===== src/rtl/i2c_slave_if.sv =====
// Bus-side signals of the I2C responder: the SCL/SDA wires plus the
// byte-level handshake toward the local logic.
interface i2c_slave_if;
   logic       scl;
   logic       sda_in;
   logic       sda_oe;
   logic [7:0] tx_data;
   logic       tx_req;
   logic [7:0] rx_data;
   logic       rx_valid;
   logic       busy;
   logic       bus_err;

   modport slave (
      input  scl, sda_in, tx_data,
      output sda_oe, tx_req, rx_data, rx_valid, busy, bus_err
   );

   modport master (
      output scl, sda_in, tx_data,
      input  sda_oe, tx_req, rx_data, rx_valid, busy, bus_err
   );
endinterface


===== src/rtl/i2c_slave.sv =====
// I2C responder: answers to one 7-bit address, accepts write bytes and
// returns read bytes supplied by local logic. SCL/SDA are oversampled by
// clk through synchronizers; the responder never stretches SCL.
module i2c_slave #(
   parameter logic [6:0] SLAVE_ADDR  = 7'b0111001,
   parameter int         SYNC_STAGES = 2
) (
   input logic        clk,
   input logic        rst_n,
   i2c_slave_if.slave bus
);

   typedef enum logic [2:0] {
      IDLE, ADDR, ADDR_ACK, WR, WR_ACK, RD, RD_ACK, IGNORE
   } state_t;

   localparam int STAGES = (SYNC_STAGES < 2) ? 2 : SYNC_STAGES;

   logic [STAGES-1:0] sclSync;
   logic [STAGES-1:0] sdaSync;
   logic              sclDly;
   logic              sdaDly;
   logic              sclNow;
   logic              sdaNow;
   logic              sclRise;
   logic              sclFall;
   logic              startDet;
   logic              stopDet;
   logic              framingErr;

   state_t     state;
   logic [3:0] bitCnt;
   logic [7:0] shiftReg;
   logic [7:0] rxData;
   logic       sdaOe;
   logic       txReq;
   logic       rxValid;
   logic       busyReg;
   logic       busErr;

   // Synchronizers reset to 1 so a released reset looks like an idle bus
   // and can never be mistaken for a START.
   always_ff @(posedge clk or negedge rst_n) begin
      if (!rst_n) begin
         sclSync <= '1;
         sdaSync <= '1;
         sclDly  <= 1'b1;
         sdaDly  <= 1'b1;
      end else begin
         sclSync <= {sclSync[STAGES-2:0], bus.scl};
         sdaSync <= {sdaSync[STAGES-2:0], bus.sda_in};
         sclDly  <= sclNow;
         sdaDly  <= sdaNow;
      end
   end

   assign sclNow     = sclSync[STAGES-1];
   assign sdaNow     = sdaSync[STAGES-1];
   assign sclRise    = sclNow & ~sclDly;
   assign sclFall    = ~sclNow & sclDly;
   assign startDet   = sclNow & sclDly & sdaDly & ~sdaNow;
   assign stopDet    = sclNow & sclDly & ~sdaDly & sdaNow;
   assign framingErr = (state != IDLE) && (state != IGNORE) && (bitCnt != 4'd0);

   // Protocol FSM. STOP beats START beats SCL edges. In ADDR the counter
   // follows rising edges, because the SCL fall that closes a START is not
   // a data bit; in WR and RD it follows falling edges, so the SCL rise that
   // opens a repeated START or STOP after an ACK slot leaves it at 0.
   always_ff @(posedge clk or negedge rst_n) begin
      if (!rst_n) begin
         state    <= IDLE;
         bitCnt   <= 4'd0;
         shiftReg <= 8'h00;
         rxData   <= 8'h00;
         sdaOe    <= 1'b0;
         txReq    <= 1'b0;
         rxValid  <= 1'b0;
         busyReg  <= 1'b0;
         busErr   <= 1'b0;
      end else begin
         txReq   <= 1'b0;
         rxValid <= 1'b0;
         busErr  <= 1'b0;
         if (stopDet) begin
            busErr  <= framingErr;
            state   <= IDLE;
            sdaOe   <= 1'b0;
            busyReg <= 1'b0;
            bitCnt  <= 4'd0;
         end else if (startDet) begin
            busErr <= framingErr;
            state  <= ADDR;
            sdaOe  <= 1'b0;
            bitCnt <= 4'd0;
         end else begin
            case (state)
               IDLE, IGNORE: begin
                  sdaOe <= 1'b0;
               end
               ADDR: begin
                  if (sclRise) begin
                     shiftReg <= {shiftReg[6:0], sdaNow};
                     if (bitCnt == 4'd7) begin
                        bitCnt <= 4'd8;
                        if (shiftReg[6:0] == SLAVE_ADDR) begin
                           state   <= ADDR_ACK;
                           busyReg <= 1'b1;
                        end else begin
                           state   <= IGNORE;
                           busyReg <= 1'b0;
                        end
                     end else begin
                        bitCnt <= bitCnt + 4'd1;
                     end
                  end
               end
               ADDR_ACK: begin
                  if (sclFall) begin
                     if (bitCnt == 4'd8) begin
                        sdaOe  <= 1'b1;
                        bitCnt <= 4'd0;
                     end else if (shiftReg[0]) begin
                        state    <= RD;
                        shiftReg <= bus.tx_data;
                        txReq    <= 1'b1;
                        sdaOe    <= ~bus.tx_data[7];
                     end else begin
                        state <= WR;
                        sdaOe <= 1'b0;
                     end
                  end
               end
               WR: begin
                  if (sclRise) begin
                     shiftReg <= {shiftReg[6:0], sdaNow};
                     if (bitCnt == 4'd7) begin
                        rxData  <= {shiftReg[6:0], sdaNow};
                        rxValid <= 1'b1;
                        state   <= WR_ACK;
                        bitCnt  <= 4'd8;
                     end
                  end else if (sclFall) begin
                     bitCnt <= bitCnt + 4'd1;
                  end
               end
               WR_ACK: begin
                  if (sclFall) begin
                     if (bitCnt == 4'd8) begin
                        sdaOe  <= 1'b1;
                        bitCnt <= 4'd0;
                     end else begin
                        state <= WR;
                        sdaOe <= 1'b0;
                     end
                  end
               end
               RD: begin
                  if (sclFall) begin
                     if (bitCnt == 4'd7) begin
                        sdaOe  <= 1'b0;
                        state  <= RD_ACK;
                        bitCnt <= 4'd0;
                     end else begin
                        shiftReg <= {shiftReg[6:0], 1'b0};
                        sdaOe    <= ~shiftReg[6];
                        bitCnt   <= bitCnt + 4'd1;
                     end
                  end
               end
               RD_ACK: begin
                  if (sclRise && sdaNow) begin
                     state   <= IGNORE;
                     busyReg <= 1'b0;
                  end else if (sclFall) begin
                     state    <= RD;
                     shiftReg <= bus.tx_data;
                     txReq    <= 1'b1;
                     sdaOe    <= ~bus.tx_data[7];
                  end
               end
               default: begin
                  state <= IDLE;
                  sdaOe <= 1'b0;
               end
            endcase
         end
      end
   end

   assign bus.sda_oe   = sdaOe;
   assign bus.tx_req   = txReq;
   assign bus.rx_data  = rxData;
   assign bus.rx_valid = rxValid;
   assign bus.busy     = busyReg;
   assign bus.bus_err  = busErr;

endmodule


===== src/flat_wrapper.sv =====
// flat-port wrapper written by rule: the top's interface ports become plain ports
module i2c_slave_flat 
#(
   parameter logic [6:0] SLAVE_ADDR  = 7'b0111001,
   parameter int         SYNC_STAGES = 2
)
  (clk, rst_n, bus_scl, bus_sda_in, bus_tx_data, bus_sda_oe, bus_tx_req, bus_rx_data, bus_rx_valid, bus_busy, bus_bus_err);
  i2c_slave_if bus_i ();
  input logic clk;
  input logic rst_n;
  input wire logic [$bits(bus_i.scl)-1:0] bus_scl;
  input wire logic [$bits(bus_i.sda_in)-1:0] bus_sda_in;
  input wire logic [$bits(bus_i.tx_data)-1:0] bus_tx_data;
  output wire logic [$bits(bus_i.sda_oe)-1:0] bus_sda_oe;
  output wire logic [$bits(bus_i.tx_req)-1:0] bus_tx_req;
  output wire logic [$bits(bus_i.rx_data)-1:0] bus_rx_data;
  output wire logic [$bits(bus_i.rx_valid)-1:0] bus_rx_valid;
  output wire logic [$bits(bus_i.busy)-1:0] bus_busy;
  output wire logic [$bits(bus_i.bus_err)-1:0] bus_bus_err;
  assign bus_i.scl = bus_scl;
  assign bus_i.sda_in = bus_sda_in;
  assign bus_i.tx_data = bus_tx_data;
  assign bus_sda_oe = bus_i.sda_oe;
  assign bus_tx_req = bus_i.tx_req;
  assign bus_rx_data = bus_i.rx_data;
  assign bus_rx_valid = bus_i.rx_valid;
  assign bus_busy = bus_i.busy;
  assign bus_bus_err = bus_i.bus_err;
  i2c_slave #(.SLAVE_ADDR(SLAVE_ADDR), .SYNC_STAGES(SYNC_STAGES)) u_core (.clk(clk), .rst_n(rst_n), .bus(bus_i));
endmodule

===== config.mk =====
export PLATFORM = sky130hd
export DESIGN_NAME = i2c_slave_flat
export DESIGN_NICKNAME = d
export VERILOG_FILES = /design/src/rtl/i2c_slave_if.sv /design/src/rtl/i2c_slave.sv /design/src/flat_wrapper.sv
export SDC_FILE = /design/constraint.sdc
export NUM_CORES = 1
export LEC_CHECK = 0
export ABC_CLOCK_PERIOD_IN_PS = 4500
export CAP_MARGIN = 20
export CORE_UTILIZATION = 53
export CTS_BUF_LIST = sky130_fd_sc_hd__clkbuf_4 sky130_fd_sc_hd__clkbuf_8
export DETAILED_ROUTE_END_ITERATION = 8
export GPL_TIMING_DRIVEN = 0
export HOLD_SLACK_MARGIN = 0.12
export PLACE_DENSITY_LB_ADDON = 0.08
export SLEW_MARGIN = 20
export SYNTH_ARGS = -nofsm -noshare
export SYNTH_HDL_FRONTEND = slang
export SYNTH_SLANG_ARGS = --single-unit

===== constraint.sdc =====
create_clock -name clk -period 4.5 [get_ports clk]
set_input_delay 0.9 -clock clk [delete_from_list [all_inputs] [get_ports clk]]
set_output_delay 0.9 -clock clk [all_outputs]
set_load 0.05 [all_outputs]

* Word-level counts from Yosys, hierarchy flattened
Cells that the tools add are included.
** Word-level totals
- Register bits after elaboration :: 33
- Input bits :: 12
- Output and inout port bits :: 13
- Logic and storage cells :: 163
** Operators by class
- Add/sub/neg operators :: 1
- Equal/unequal tests :: 40
- Multiplexer cells :: 72
- Bitwise logic cells :: 15
- Reductions and logical operators :: 21
** Operators with widths (count)
- $mux W7 :: 8
- $mux W3 :: 16
- $mux W4 :: 11
- $ne A4 B1 Y1 const B :: 11
- $mux W1 :: 31
- $pmux W7 S4 :: 1
- $pmux W3 S6 :: 1
- $pmux W4 S4 :: 1
- $eq A3 B3 Y1 const B :: 4
- $ne A4 B2 Y1 const B :: 3
- $reduce_and A12 Y1 :: 1
- $reduce_and A11 Y1 :: 1
- $ne A2 B1 Y1 const B :: 5
- $ne A5 B1 Y1 const B :: 2
- $reduce_and A10 Y1 :: 1
- $reduce_and A5 Y1 :: 2
- $ne A3 B1 Y1 const B :: 3
- $ne A2 B2 Y1 const B :: 4
- $not A1 Y1 :: 8
- $reduce_bool A4 Y1 :: 2
- $reduce_bool A8 Y1 :: 1
- $and A1 B1 Y1 :: 7
- $eq A7 B6 Y1 const B :: 1
- $reduce_and A7 Y1 :: 1
- other kinds (16) :: 23

* Logic depth before layout (Yosys ltp)
- Word-level depth :: 7
- Depth in mapped cells :: 7
- Depth with buffers taken out :: 7

* Worst setup path before layout
No wires, ideal clock.
- Kind :: register -> register
- Start :: register u_core.bitCnt[0]
- End :: register u_core.shiftReg[1]
- Setup time :: 125 ps
- Arrival time :: 1790 ps
- Required time :: 4375 ps
- Setup slack :: 2584 ps
- Cell stages (with the launch flop) :: 8
- Buffers on the path :: 1
- Clock period less this slack :: 1916 ps
- Cells stage by stage :: dfrtp_1 -> ha_1 -> and3b_1 -> buf_6 -> o311ai_4 -> o211ai_4 -> nor2_8 -> mux2_4
** On the way
- Longest elaborated chain between the ends :: 3
- Elaborated cells on any way between the ends :: 5
- Those cells by class :: eq/ne (4); reduce/logical (1)
** Ends and longest elaborated chain
- start, declared :: line i2c_slave.sv:32 : logic [3:0] bitCnt;
- start signal, assigned :: line i2c_slave.sv:113 : bitCnt <= bitCnt + 4'd1;
- start signal, assigned :: line i2c_slave.sv:143 : bitCnt <= bitCnt + 4'd1;
- start signal, assigned :: line i2c_slave.sv:166 : bitCnt <= bitCnt + 4'd1;
- $eq A4 B3 Y1 or $eq A4 B4 Y1 (tied branches) :: line i2c_slave.sv:159, i2c_slave.sv:119
- $ne A2 B2 Y1 (no source line)
- $reduce_and A11 Y1 (no source line) (*)
- end signal, assigned :: line i2c_slave.sv:135 : shiftReg <= {shiftReg[6:0], sdaNow};
- end signal, assigned :: line i2c_slave.sv:164 : shiftReg <= {shiftReg[6:0], 1'b0};
- end signal, assigned :: line i2c_slave.sv:176 : shiftReg <= bus.tx_data;
- end, declared :: line i2c_slave.sv:33 : logic [7:0] shiftReg;
Every way passes the cells marked *; elsewhere a longest branch is shown, timed or not.
A chain may end at the register's enable or synchronous reset.

* Worst setup path in the final report
- Start :: register u_core.rxData[2], in the netlist u_core.bus.rx_data[2]
- End :: output port bus_rx_data[2]
** RTL lines
- start, declared :: line i2c_slave.sv:34 : logic [7:0] rxData;
- start signal, assigned :: line i2c_slave.sv:137 : rxData <= {shiftReg[6:0], sdaNow};
- end, declared :: line flat_wrapper.sv:16 : output wire logic [$bits(bus_i.rx_data)-1:0] bus_rx_data;
No word-level cell between the ends.

==> impl_metrics.toml <==
[cells_and_area]
multi_input_area_mm2 = 0.00101
drive_above_1_share_pct = 21.2
syn_to_final_growth_pct = 19.6
fin_cells = 263
final_common_cell = "dfrtp_1"
layout.nets = 230
fillers = 283
final_core_util_pct = 68.1
seq_area_um2 = 833
antennaDiodeCount = 0
layout_common_cells = "dfrtp_1 (27), clkdlybuf4s50_1 (23), nor2_1 (14), nand2_1 (13), buf_2 (11)"

[cts]
cts_setup_buffers = 0
clk_pin_slew_ns = 0.09
cts_buffers = 5
clockRootBuffer = "clkbuf_4"
clk_latency_ns = 0.34
htreeDepth = 2
clk_path_buf_depth = 2
cts_tree = "yes"
cts_resized = 0
postCtsHoldBufs = 0
clkSinkCount = 33

[logic_synthesis]
syn-num-nets = 199
syn_inst = 185
synth-edff-count = 0
async_reset_ff_share_pct = 100
synthFlopType = "dfrtp_1"
syn_area_per_cell_um2 = 10.5
synth_area_mm2 = 0.00195
ys_seq_elements = 33
ys_seq_area_share_pct = 42.8
yosys_warnings = 0
synth_cell_types = 57

[global_routing]
first_global_vias = 1563
grt-ovfl-total = 0
grt_max_degree = 34
antenna_found_initial = 0
track_usage_pct = 25.3
grt_pass1_wl_mm = 7.58

[timing]
finalSetupTns_ns = 0
tightest_slew_ns = 0.683
finClkSkew_ns = 0.00558
relSlewSlack_pct = 54.5
slew_viol_final = 0
finalHoldViolations = 0
fin_crit_ns = 2.41
hold_ws_ns = 0.362
rsz0062_at_grt = "no"
fmax_ghz = 0.414
setup_viol = 0
fin_crit_sh_pct = 53.6

[critical_path]
worstPathRequired_ns = 3.60
setup.worst_path.class = "reg2out"
cp-end-kind = "output port"
arrival_ns = 1.51
cp_num_buf_inv = 1
path_delay_family = "buffers and inverters"
slowest_delay_ns = 0.81
worstSetupStartpointType = "flip-flop"
crit_path_max_fanout = 2
worstPathCellList = "clkdlybuf4s50_1"
slowest_stage = "clkdlybuf4s50_1"

[drt]
drc = 0
wl_mm = 4.47
vias = 1567
dr.pass1.iters = 5
viasPerCell = 5.96
wl_per_cell_um = 17.0
antenna_left = 0
drt_iter0_markers = 72

[pwr]
p_leak_nw = 1.06
p_per_area_mw_per_mm2 = 613
peakVddDrop_mv = 0.342
p_total_mw = 1.43

[place]
dp_hpwl_mm = 3.19
port_buffers = 24
dp_cells = 255
place_congestion = 0.993

[floorplanning]
row_count = 21
core_mm2 = 0.00342
die_area_mm2 = 0.00392
die_w_um = 62.6
die_h_um = 62.6
num_io_pins = 25
initial_utilization_pct = 57.0

[run]
cap_violations = 0

[outcome]
status = "finished, final reports clean"

[min_path]
worstHoldPathType = "reg2reg"
kinds of logic after synthesis:
kind of cell    after synthesis  synth area share (%)
compound gates               45                  18.4
xor+xnor                      3                  1.35
fa+ha+maj                     3                  1.86
buf+inv                      21                  5.27
flops                        33                  42.8
mux                          19                  11.9
simple gates                 61                  18.4
through the flow:
step                area (um^2)  setup slack [ns]
floorplan                  1950              2.58
global placement           2240              1.97
detailed placement         2240              2.44
CTS                        2330              2.07
global route               2330              2.03
finish                     2330              2.09
sequential cells by signal (all words and copies together), names as in the netlist, 2 cells and up:
name,cells
u_core.bitCnt,4
u_core.bus.rx_data,8
u_core.sclSync,2
u_core.sdaSync,2
u_core.shiftReg,7
u_core.state,3
cell usage after synthesis (all sizes together) (5+ instances only):
library cell	count	area (um^2)
dfstp	6	158
dfrtp	27	676
o21ai	9	45.0
buf	12	68.8
nand3	5	25.0
inv	7	26.3
a22o	6	52.6
mux2	15	191
nand2	14	55.1
nor2	15	72.6
layer usage:
| metal | wire [um] | GRT usage, % | part of all wire (%) |
|---|---|---|---|
| met1 | 2060 | 33.2 | 46 |
| met3 | 280 | 7.66 | 6.3 |
| met4 | 102 | 11.3 | 2.3 |
| met2 | 2030 | 38.5 | 45 |
| met5 | 0 | 0 | 0 |
path summary, 6_finish.rpt:
path / startpoint / to / slack (ns) / cells past startpoint
worst max-delay path: u_core.bus.rx_data[2] / bus_rx_data[2] / 2.09 / 1
worst min-delay path: u_core.sclSync[0] / u_core.sclSync[1] / 0.36 / 0
worst max register to register: u_core.bitCnt[0] / u_core.shiftReg[1] / 2.42 / 7
worst min register to register: u_core.sclSync[0] / u_core.sclSync[1] / 0.36 / 0
max in group asynchronous: rst_n / u_core.state[1] / 3.47 / 1
min in group asynchronous: rst_n / u_core.bitCnt[2] / 0.59 / 1
report_power, final:
part           internal [mW]  switching [mW]  total, mW  leakage, nW
clock network          0.139          0.0986      0.237       0.0489
registers              0.366          0.0561      0.422        0.419
logic                  0.328           0.440      0.768        0.587
total                  0.832           0.595       1.43         1.06
area by class of cell:
| type | count | area share (%) |
|---|---|---|
| Tap cell | 46 | 2.47 |
| Inverter | 7 | 1.13 |
| Multi-Input combinational cell | 131 | 43.4 |
| Clock buffer | 7 | 2.53 |
| Clock inverter | 1 | 1.29 |
| Timing Repair Buffer | 24 | 10.1 |
| Buffer | 14 | 3.28 |
| Sequential cell | 33 | 35.8 |
Note: power is estimated with default switching activity, not from simulation.
